`src/rtl/fns_collect_pkg.sv`:
```
// Shared types and constants for the function-evaluation result collector.
// Optional MISR compression is enabled by defining VL_SYSTEST_MISR_EN.
package fns_collect_pkg;

    localparam int SAMPLE_W      = 40;
    localparam int DEFAULT_DEPTH = 4;

    // Feedback taps for x^40+x^38+x^21+x^19+1 (bits 39, 37, 20, 18)
    localparam logic [SAMPLE_W-1:0] MISR_TAPS = 40'h00_0014_0000
                                              | 40'hA0_0000_0000;

    typedef struct packed {
        logic [7:0] r5;
        logic [7:0] r4;
        logic [7:0] r3;
        logic [7:0] r2;
        logic [7:0] r1;
    } fns_sample_t;

    // One MISR step: shift in the parity of the tapped bits, then fold the sample
    function automatic logic [SAMPLE_W-1:0] misr_next(
        input logic [SAMPLE_W-1:0] sig,
        input logic [SAMPLE_W-1:0] sample
    );
        logic fb;
        fb = ^(sig & MISR_TAPS);
        return {sig[SAMPLE_W-2:0], fb} ^ sample;
    endfunction

endpackage

```
`src/rtl/fns_collect_fifo.sv`:
```
// Generic valid/ready FIFO with synchronous clear.
// Registered output only; no input-to-output bypass and no pass-through when full.
module fns_collect_fifo #(
    parameter int DEPTH = 4,
    parameter int WIDTH = 40
) (
    input  logic             clk,
    input  logic             rst,
    input  logic             clr,
    input  logic             in_valid,
    output logic             in_ready,
    input  logic [WIDTH-1:0] in_data,
    output logic             out_valid,
    input  logic             out_ready,
    output logic [WIDTH-1:0] out_data
);

    localparam int PTR_W = (DEPTH > 1) ? $clog2(DEPTH) : 1;
    localparam logic [PTR_W:0] FULL_CNT = (PTR_W + 1)'(DEPTH);

    logic [WIDTH-1:0] mem [DEPTH];
    logic [PTR_W-1:0] wr_ptr;
    logic [PTR_W-1:0] rd_ptr;
    logic [PTR_W:0]   count;
    logic             full;
    logic             empty;
    logic             push;
    logic             pop;

    assign full      = (count == FULL_CNT);
    assign empty     = (count == '0);
    assign in_ready  = !full;
    assign out_valid = !empty;
    assign push      = in_valid && !full && !clr;
    assign pop       = out_ready && !empty && !clr;
    assign out_data  = empty ? '0 : mem[rd_ptr];

    // Storage array; stale entries are masked by the empty flag
    always_ff @(posedge clk) begin
        if (push) begin
            mem[wr_ptr] <= in_data;
        end
    end

    // Pointers and occupancy; clear wins over any transfer
    always_ff @(posedge clk or posedge rst) begin
        if (rst) begin
            wr_ptr <= '0;
            rd_ptr <= '0;
            count  <= '0;
        end else if (clr) begin
            wr_ptr <= '0;
            rd_ptr <= '0;
            count  <= '0;
        end else begin
            if (push) begin
                wr_ptr <= wr_ptr + 1'b1;
            end
            if (pop) begin
                rd_ptr <= rd_ptr + 1'b1;
            end
            if (push && !pop) begin
                count <= count + 1'b1;
            end else if (pop && !push) begin
                count <= count - 1'b1;
            end
        end
    end

endmodule

```
`src/rtl/fns_result_collector.sv`:
```
// Captures the five DUT results as one sample, buffers, counts and signs them.
// Define VL_SYSTEST_MISR_EN to build the 40-bit MISR signature register.
module fns_result_collector
    import fns_collect_pkg::*;
#(
    parameter int DEPTH = DEFAULT_DEPTH,
    parameter int CNT_W = 16
) (
    input  logic                clk,
    input  logic                rst,
    input  logic                clr,
    input  logic                in_valid,
    output logic                in_ready,
    input  logic [7:0]          res1,
    input  logic [7:0]          res2,
    input  logic [7:0]          res3,
    input  logic [7:0]          res4,
    input  logic [7:0]          res5,
    output logic                out_valid,
    input  logic                out_ready,
    output logic [SAMPLE_W-1:0] out_data,
    output logic [CNT_W-1:0]    sample_cnt,
    output logic                cnt_sat,
    output logic [SAMPLE_W-1:0] signature
);

    localparam logic [CNT_W-1:0] CNT_MAX = '1;

    fns_sample_t sample;
    logic        accept;

    assign sample.r1 = res1;
    assign sample.r2 = res2;
    assign sample.r3 = res3;
    assign sample.r4 = res4;
    assign sample.r5 = res5;

    assign accept = in_valid && in_ready && !clr;

    fns_collect_fifo #(
        .DEPTH (DEPTH),
        .WIDTH (SAMPLE_W)
    ) u_fifo (
        .clk       (clk),
        .rst       (rst),
        .clr       (clr),
        .in_valid  (in_valid),
        .in_ready  (in_ready),
        .in_data   (sample),
        .out_valid (out_valid),
        .out_ready (out_ready),
        .out_data  (out_data)
    );

    // Saturating accepted-sample counter with sticky saturation flag
    always_ff @(posedge clk or posedge rst) begin
        if (rst) begin
            sample_cnt <= '0;
            cnt_sat    <= 1'b0;
        end else if (clr) begin
            sample_cnt <= '0;
            cnt_sat    <= 1'b0;
        end else if (accept && sample_cnt != CNT_MAX) begin
            sample_cnt <= sample_cnt + 1'b1;
            if (sample_cnt == CNT_MAX - 1'b1) begin
                cnt_sat <= 1'b1;
            end
        end
    end

`ifdef VL_SYSTEST_MISR_EN
    logic [SAMPLE_W-1:0] sig_q;

    // MISR compresses each accepted sample; holds on idle cycles
    always_ff @(posedge clk or posedge rst) begin
        if (rst) begin
            sig_q <= '0;
        end else if (clr) begin
            sig_q <= '0;
        end else if (accept) begin
            sig_q <= misr_next(sig_q, sample);
        end
    end

    assign signature = sig_q;
`else
    assign signature = '0;
`endif

endmodule
```
`config.mk`:
```
export PLATFORM = sky130hd
export DESIGN_NAME = fns_result_collector
export DESIGN_NICKNAME = d
export VERILOG_FILES = /design/src/rtl/fns_collect_pkg.sv /design/src/rtl/fns_collect_fifo.sv /design/src/rtl/fns_result_collector.sv
export SDC_FILE = /design/constraint.sdc
export NUM_CORES = 1
export LEC_CHECK = 0
export ABC_AREA = 0
export CELL_PAD_IN_SITES_DETAIL_PLACEMENT = 1
export CELL_PAD_IN_SITES_GLOBAL_PLACEMENT = 1
export CORE_MARGIN = 5
export CORE_UTILIZATION = 47
export DETAILED_ROUTE_END_ITERATION = 6
export PLACE_DENSITY = 0.89
export SLEW_MARGIN = 0
export SYNTH_ARGS = -nofsm -noshare
export SYNTH_HDL_FRONTEND = slang
export SYNTH_HIERARCHICAL = 1
export SYNTH_SLANG_ARGS = --single-unit
```
`constraint.sdc`:
```
create_clock -name clk -period 4 [get_ports clk]
set_input_delay 0.8 -clock clk [delete_from_list [all_inputs] [get_ports clk]]
set_output_delay 0.8 -clock clk [all_outputs]
set_load 0.01 [all_outputs]
```
# After elaboration in Yosys (flattened, before gate mapping)
# Memory sizes are Yosys's and may differ from the RTL's.
# Index checks and enable logic that the tools add are counted.
dict set report word_totals {
  reg_bits 24
  ramBits 160
  inputBits 45
  word_cells 48
  n_memories 1
}
# name depth word_bits read_ports rd_ports_with_merged_regs wr line
set mem_list {}
lappend mem_list {u_fifo.mem 4 40 1 0 1 fns_collect_fifo.sv:21} ;# logic [WIDTH-1:0] mem [DEPTH];
dict set report op_classes {
  n_addsub 5
  n_eq_ne 3
  muxes 15
  reduce_logical 19
}
# cell count
set op_table {}
lappend op_table {{$mux W40} 1}
lappend op_table {{$mux W16} 2}
lappend op_table {{$add A16 B1 Y16 const B} 1}
lappend op_table {{$eq A16 B16 Y1 const B} 1}
lappend op_table {{$ne A16 B16 Y1 const B} 1}
lappend op_table {{$mux W3} 3}
lappend op_table {{$mux W2} 4}
lappend op_table {{$reduce_bool A2 Y1} 4}
lappend op_table {{$logic_and A1 B1 Y1} 7}
lappend op_table {{$logic_not A1 Y1} 5}
lappend op_table {{$mux W1} 5}
lappend op_table {{$add A2 B1 Y2 const B} 2}
lappend op_table {{$add A3 B1 Y3 const B} 1}
lappend op_table {{$eq A3 B3 Y1 const B} 1}
lappend op_table {{$logic_not A3 Y1} 1}
lappend op_table {{$reduce_bool A3 Y1} 1}
lappend op_table {{$sub A3 B1 Y3 const B} 1}
lappend op_table {{$reduce_and A2 Y1} 1}

# Logic depth before layout (Yosys ltp)
dict set report logic_depth {
  depth_word 9
  depth_mapped 8
  mapped_depth_nobuf 7
}

# Modules after synthesis
# The synthesis kept the hierarchy.
# mod n_inst cells_per_inst area_per_inst_um2 seq_area_each_um2
set by_module_without_submodules {}
lappend by_module_without_submodules {fns_collect_fifo 1 319 6613.8 4979.8}
lappend by_module_without_submodules {fns_result_collector 1 143 1255.0 425.4}

# Worst setup path before layout
# Ideal clock, no wire load.
dict set report synth_path {
  path_kind {input -> register}
  start {in in_valid}
  end {mem u_fifo.mem[0][0], enable pin}
  setup_ns 0.401
  arrival_ns 2.313
  required_ns 3.599
  setup_slack_ns 1.286
  stages 4
  cell_sequence {buf_2 > inv_1 > nor3_1 > and2_1}
}
dict set report synth_via {
  elab_chain_cells 4
}
# element line
set synth_rtl {}
lappend synth_rtl {{start: declaration} fns_result_collector.sv:12} ;# input logic in_valid,
lappend synth_rtl {{$logic_and A1 B1 Y1 (2 in series)} fns_collect_fifo.sv:34} ;# assign push = in_valid && !full && !clr;
lappend synth_rtl {{$mux W1} fns_collect_fifo.sv:40} ;# if (push) begin
lappend synth_rtl {{$mux W1 (not written as such)} fns_collect_fifo.sv:41} ;# mem[wr_ptr] <= in_data;
lappend synth_rtl {{end: declaration} fns_collect_fifo.sv:21}
# No other way between the ends.

# Worst setup path after layout
dict set report layout_path {
  start {reg u_fifo.rd_ptr[0]}
  end {out out_data[0]}
}
dict set report layout_via {
  elab_chain_cells 2
}
# element line
set layout_rtl {}
lappend layout_rtl {{start: declaration} fns_collect_fifo.sv:23} ;# logic [PTR_W-1:0] rd_ptr;
lappend layout_rtl {{start signal: assignment} fns_collect_fifo.sv:60} ;# rd_ptr <= rd_ptr + 1'b1;
lappend layout_rtl {{$mem_v2 Z4 W40} --}
lappend layout_rtl {{$mux W40} fns_collect_fifo.sv:36} ;# assign out_data = empty ? '0 : mem[rd_ptr];
lappend layout_rtl {{end: declaration} fns_result_collector.sv:21} ;# output logic [SAMPLE_W-1:0] out_data,
# No other way between the ends.

==> results.yml <==
status:
  status: "complete, no violations"
synth:
  ys_warn_count: 6
  synthFlopType: "edfxtp_1"
  synth_xor_xnor_area_share_pct: 0.334
  syn_inst: 462
  synth_edf_count: 160
  synth-compound-area-share_pct: 3.83
  syn_area_sq_um: 7870
  seq_area_frac_synth_pct: 68.7
  syn_area_per_cell_sq_um: 17.0
  synth_fa_ha_area_share_pct: 1.21
  synth_top_family_by_area: "multiplexers"
  yosysTopAreaCell: "edfxtp_1"
  synth_area_leaders: "edfxtp_1, mux4_2, dfrtp_1"
  synth_cell_types: 51
  yosys.area_share.simple_pct: 7.82
  synth-async-reset-ratio_pct: 13.0
  synth_seq_cells: 184
  synth.area.mux_share_pct: 11.8
  synth_top_area_share_pct: 61.1
flow_run:
  max_cap_violations: 0
drt:
  wirelength_microns: 17500
  first_pass_iters: 4
  antenna_left: 0
  dr_total_vias: 4335
  routed_via_density: 5.40
  drtIter0Drc: 230
  drc_errors: 0
  wl_per_cell_microns: 21.8
critical_path:
  critPathSlowestCell: "dfrtp_2"
  path_cells: "buf_12, mux4_2, nor2b_1, clkdlybuf4s50_1"
  critical_path_buf_inv_count: 2
  required_ns: 3.20
  crit_path_start_kind: "flop"
  crit_path_max_incr_delay_ns: 0.59
  cp.arrival_ns: 2.60
  cp_top_family: "buffers and inverters"
  critPathKind: "reg2out"
  cp_max_fo: 32
  end_kind: "output port"
  r2r_setup_slack_ns: 1.48
place:
  dpl.cell_count: 771
  gp_congestion: 0.768
  hpwlAfterDp_microns: 12300
  port_buffers: 103
finish:
  drive_gt1_share_pct: 17.0
  fin_cells: 803
  antennaDiodeCount: 0
  synthToLayoutAreaGrowth_pct: 22.2
  fill_cells: 1527
  layout.nets: 622
clock_tree:
  postCtsSetupBuffers: 0
  clock_sinks: 184
  path_clk_slew_ns: 0.07
  cts_root_buf: "clkbuf_16"
  clock_latency_ns: 0.42
  cts_tree: "yes"
  cts_buffers: 17
  h-tree-depth: 4
  clockBufferDepth: 2
  post_cts_resized: 0
  ctsHoldBuffers: 0
grt:
  grt_use_total_pct: 18.4
  antenna_found_initial: 0
  grt_pass1_vias: 4707
  overflow: 0
  grt_pass1_wl_microns: 27400
  grt_start_max_net_pins: 42
floorplan:
  die_area_sq_um: 19400
  die_w_microns: 139
  fp-row-count: 47
  initial_core_util_pct: 47.6
  num_io_pins: 144
  die_h_microns: 139
  fp.coreArea_sq_um: 16500
timing:
  finalHoldViolCount: 0
  fmax_mhz: 294
  post-route-min-period_ns: 3.40
  timing.final.crit_share_pct: 84.9
  fin_tns_setup_ns: 0
  skew_ns: 0.00990
  rsz0062_at_grt: "false"
  setup_viol: 0
  worst_pin_slew_ns: 0.854
  drv_slew: 0
  relSlewSlack_pct: 42.9
power_and_ir_drop:
  irDropWorstVdd_uv: 349
  leakagePower_nw: 3.24
  power_density_nw_per_um2: 597
worst_hold_path:
  holdCritPathClass: "reg2reg"
[routing by layer]
layer	vias up	wire length, microns	part of all wire (%)	GRT usage, %
met2	165	9640	55	32.6
li1	1917	-	-	-
met4	0	171	0.98	4.94
met5	-	0	0	0
met1	2243	6670	38	22.6
met3	10	1050	6.0	4.46
[final timing paths]
check	from	end	cells after the start
max in group asynchronous	rst	sample_cnt[8]	2
worst max-delay path	u_fifo/rd_ptr[0]	out_data[0]	4
min in group asynchronous	rst	u_fifo/count[2]	2
worst min register to register	cnt_sat	cnt_sat	2
worst max register to register	u_fifo/count[2]	u_fifo/count[2]	7
worst min-delay path	cnt_sat	cnt_sat	2
[Yosys cell counts, types with 2 or more instances]
cell type  instances
nor2b_1           40
or4_1              5
buf_4             41
clkbuf_1           7
dfrtp_1           24
nand4_1            4
and2_1             6
inv_1             15
buf_2              9
ha_1               6
buf_6              5
or3_1              6
nand3_1            6
a21oi_1           17
or2_2              2
o21ai_0           10
nor3_1             2
or3_2              3
nor2_1            11
nand2_1            6
edfxtp_1         160
xor2_1             2
mux4_2            40
o31ai_1            8
[cell usage in the layout, fill, tap and decap left out, types with 2 or more instances in the layout]
master	count
ha_1	6
nor3_1	2
edfxtp_1	160
o21ai_0	10
conb_1	40
clkbuf_16	17
dfrtp_1	22
a21oi_1	17
and2_1	2
nor2b_1	40
buf_4	6
xor2_1	2
nand2_1	6
clkdlybuf4s50_1	103
o31ai_1	8
buf_12	4
mux4_2	40
inv_8	4
or3_1	6
or3_2	3
nor2_1	11
and2_2	4
inv_1	15
nand4_1	4
clkinvlp_4	4
nand3_1	6
or4_1	5
inv_6	3
dfrtp_2	2
or2_2	2
[sequential cells by signal (all words and copies together), names as in the netlist]
name           cells
u_fifo/wr_ptr      2
u_fifo/rd_ptr      2
u_fifo/count       3
sample_cnt        16
cnt_sat            1
u_fifo/mem       160
[metrics by stage]
stage | total power [W] | hold WS, ns | area [sq um] | utilization (%) | setup slack [ns]
6_report | 0.00574 | 0.506 | 9620 | 58.2 | 0.602
5_1_grt | 0.00602 | 0.532 | 9620 | 58.2 | 0.490
4_1_cts | 0.00580 | 0.516 | 9610 | 58.1 | 0.524
3_5_place_dp | 0.00417 | 0.495 | 9020 | 54.6 | 0.749
3_3_place_gp | 0.00407 | 0.494 | 9020 | 54.6 | 0.921
2_1_floorplan | 0.00338 | 0.529 | 8020 | - | 1.29
[power breakdown]
group          total [W]  leakage, nW  internal, W  switching, W
combinational    0.00178         1.19     0.000972      0.000809
clock            0.00163        0.274     0.000886      0.000743
sequential       0.00233         1.78      0.00220      0.000127
[final cells by class]
cell class	count	area (sq um)	share of cell area [%]
Sequential cell	184	5410	56.2
Multi-Input combinational cell	239	2140	22.2
Inverter	15	56.3	0.585
Tap cell	220	275	2.86
Timing Repair Buffer	113	1160	12.0
Clock buffer	18	429	4.46
Clock inverter	14	156	1.63
[tightest hold or removal path: cells and delay by family (launching register included)]
family,cells,cell delay (ns)
AOI/OAI and AO/OA,1,0.05
DFF,1,0.35
and+or+nand+nor,1,0.07
[cell families after synthesis]
| group | count (synthesis) |
|---|---|
| xor+xnor | 3 |
| simple gates | 100 |
| compound gates | 47 |
| other cells | 1 |
| fa+ha+maj | 7 |
| mux | 42 |
| buf+inv | 78 |
| flops | 184 |
Note: power is estimated with default switching activity, not from simulation.
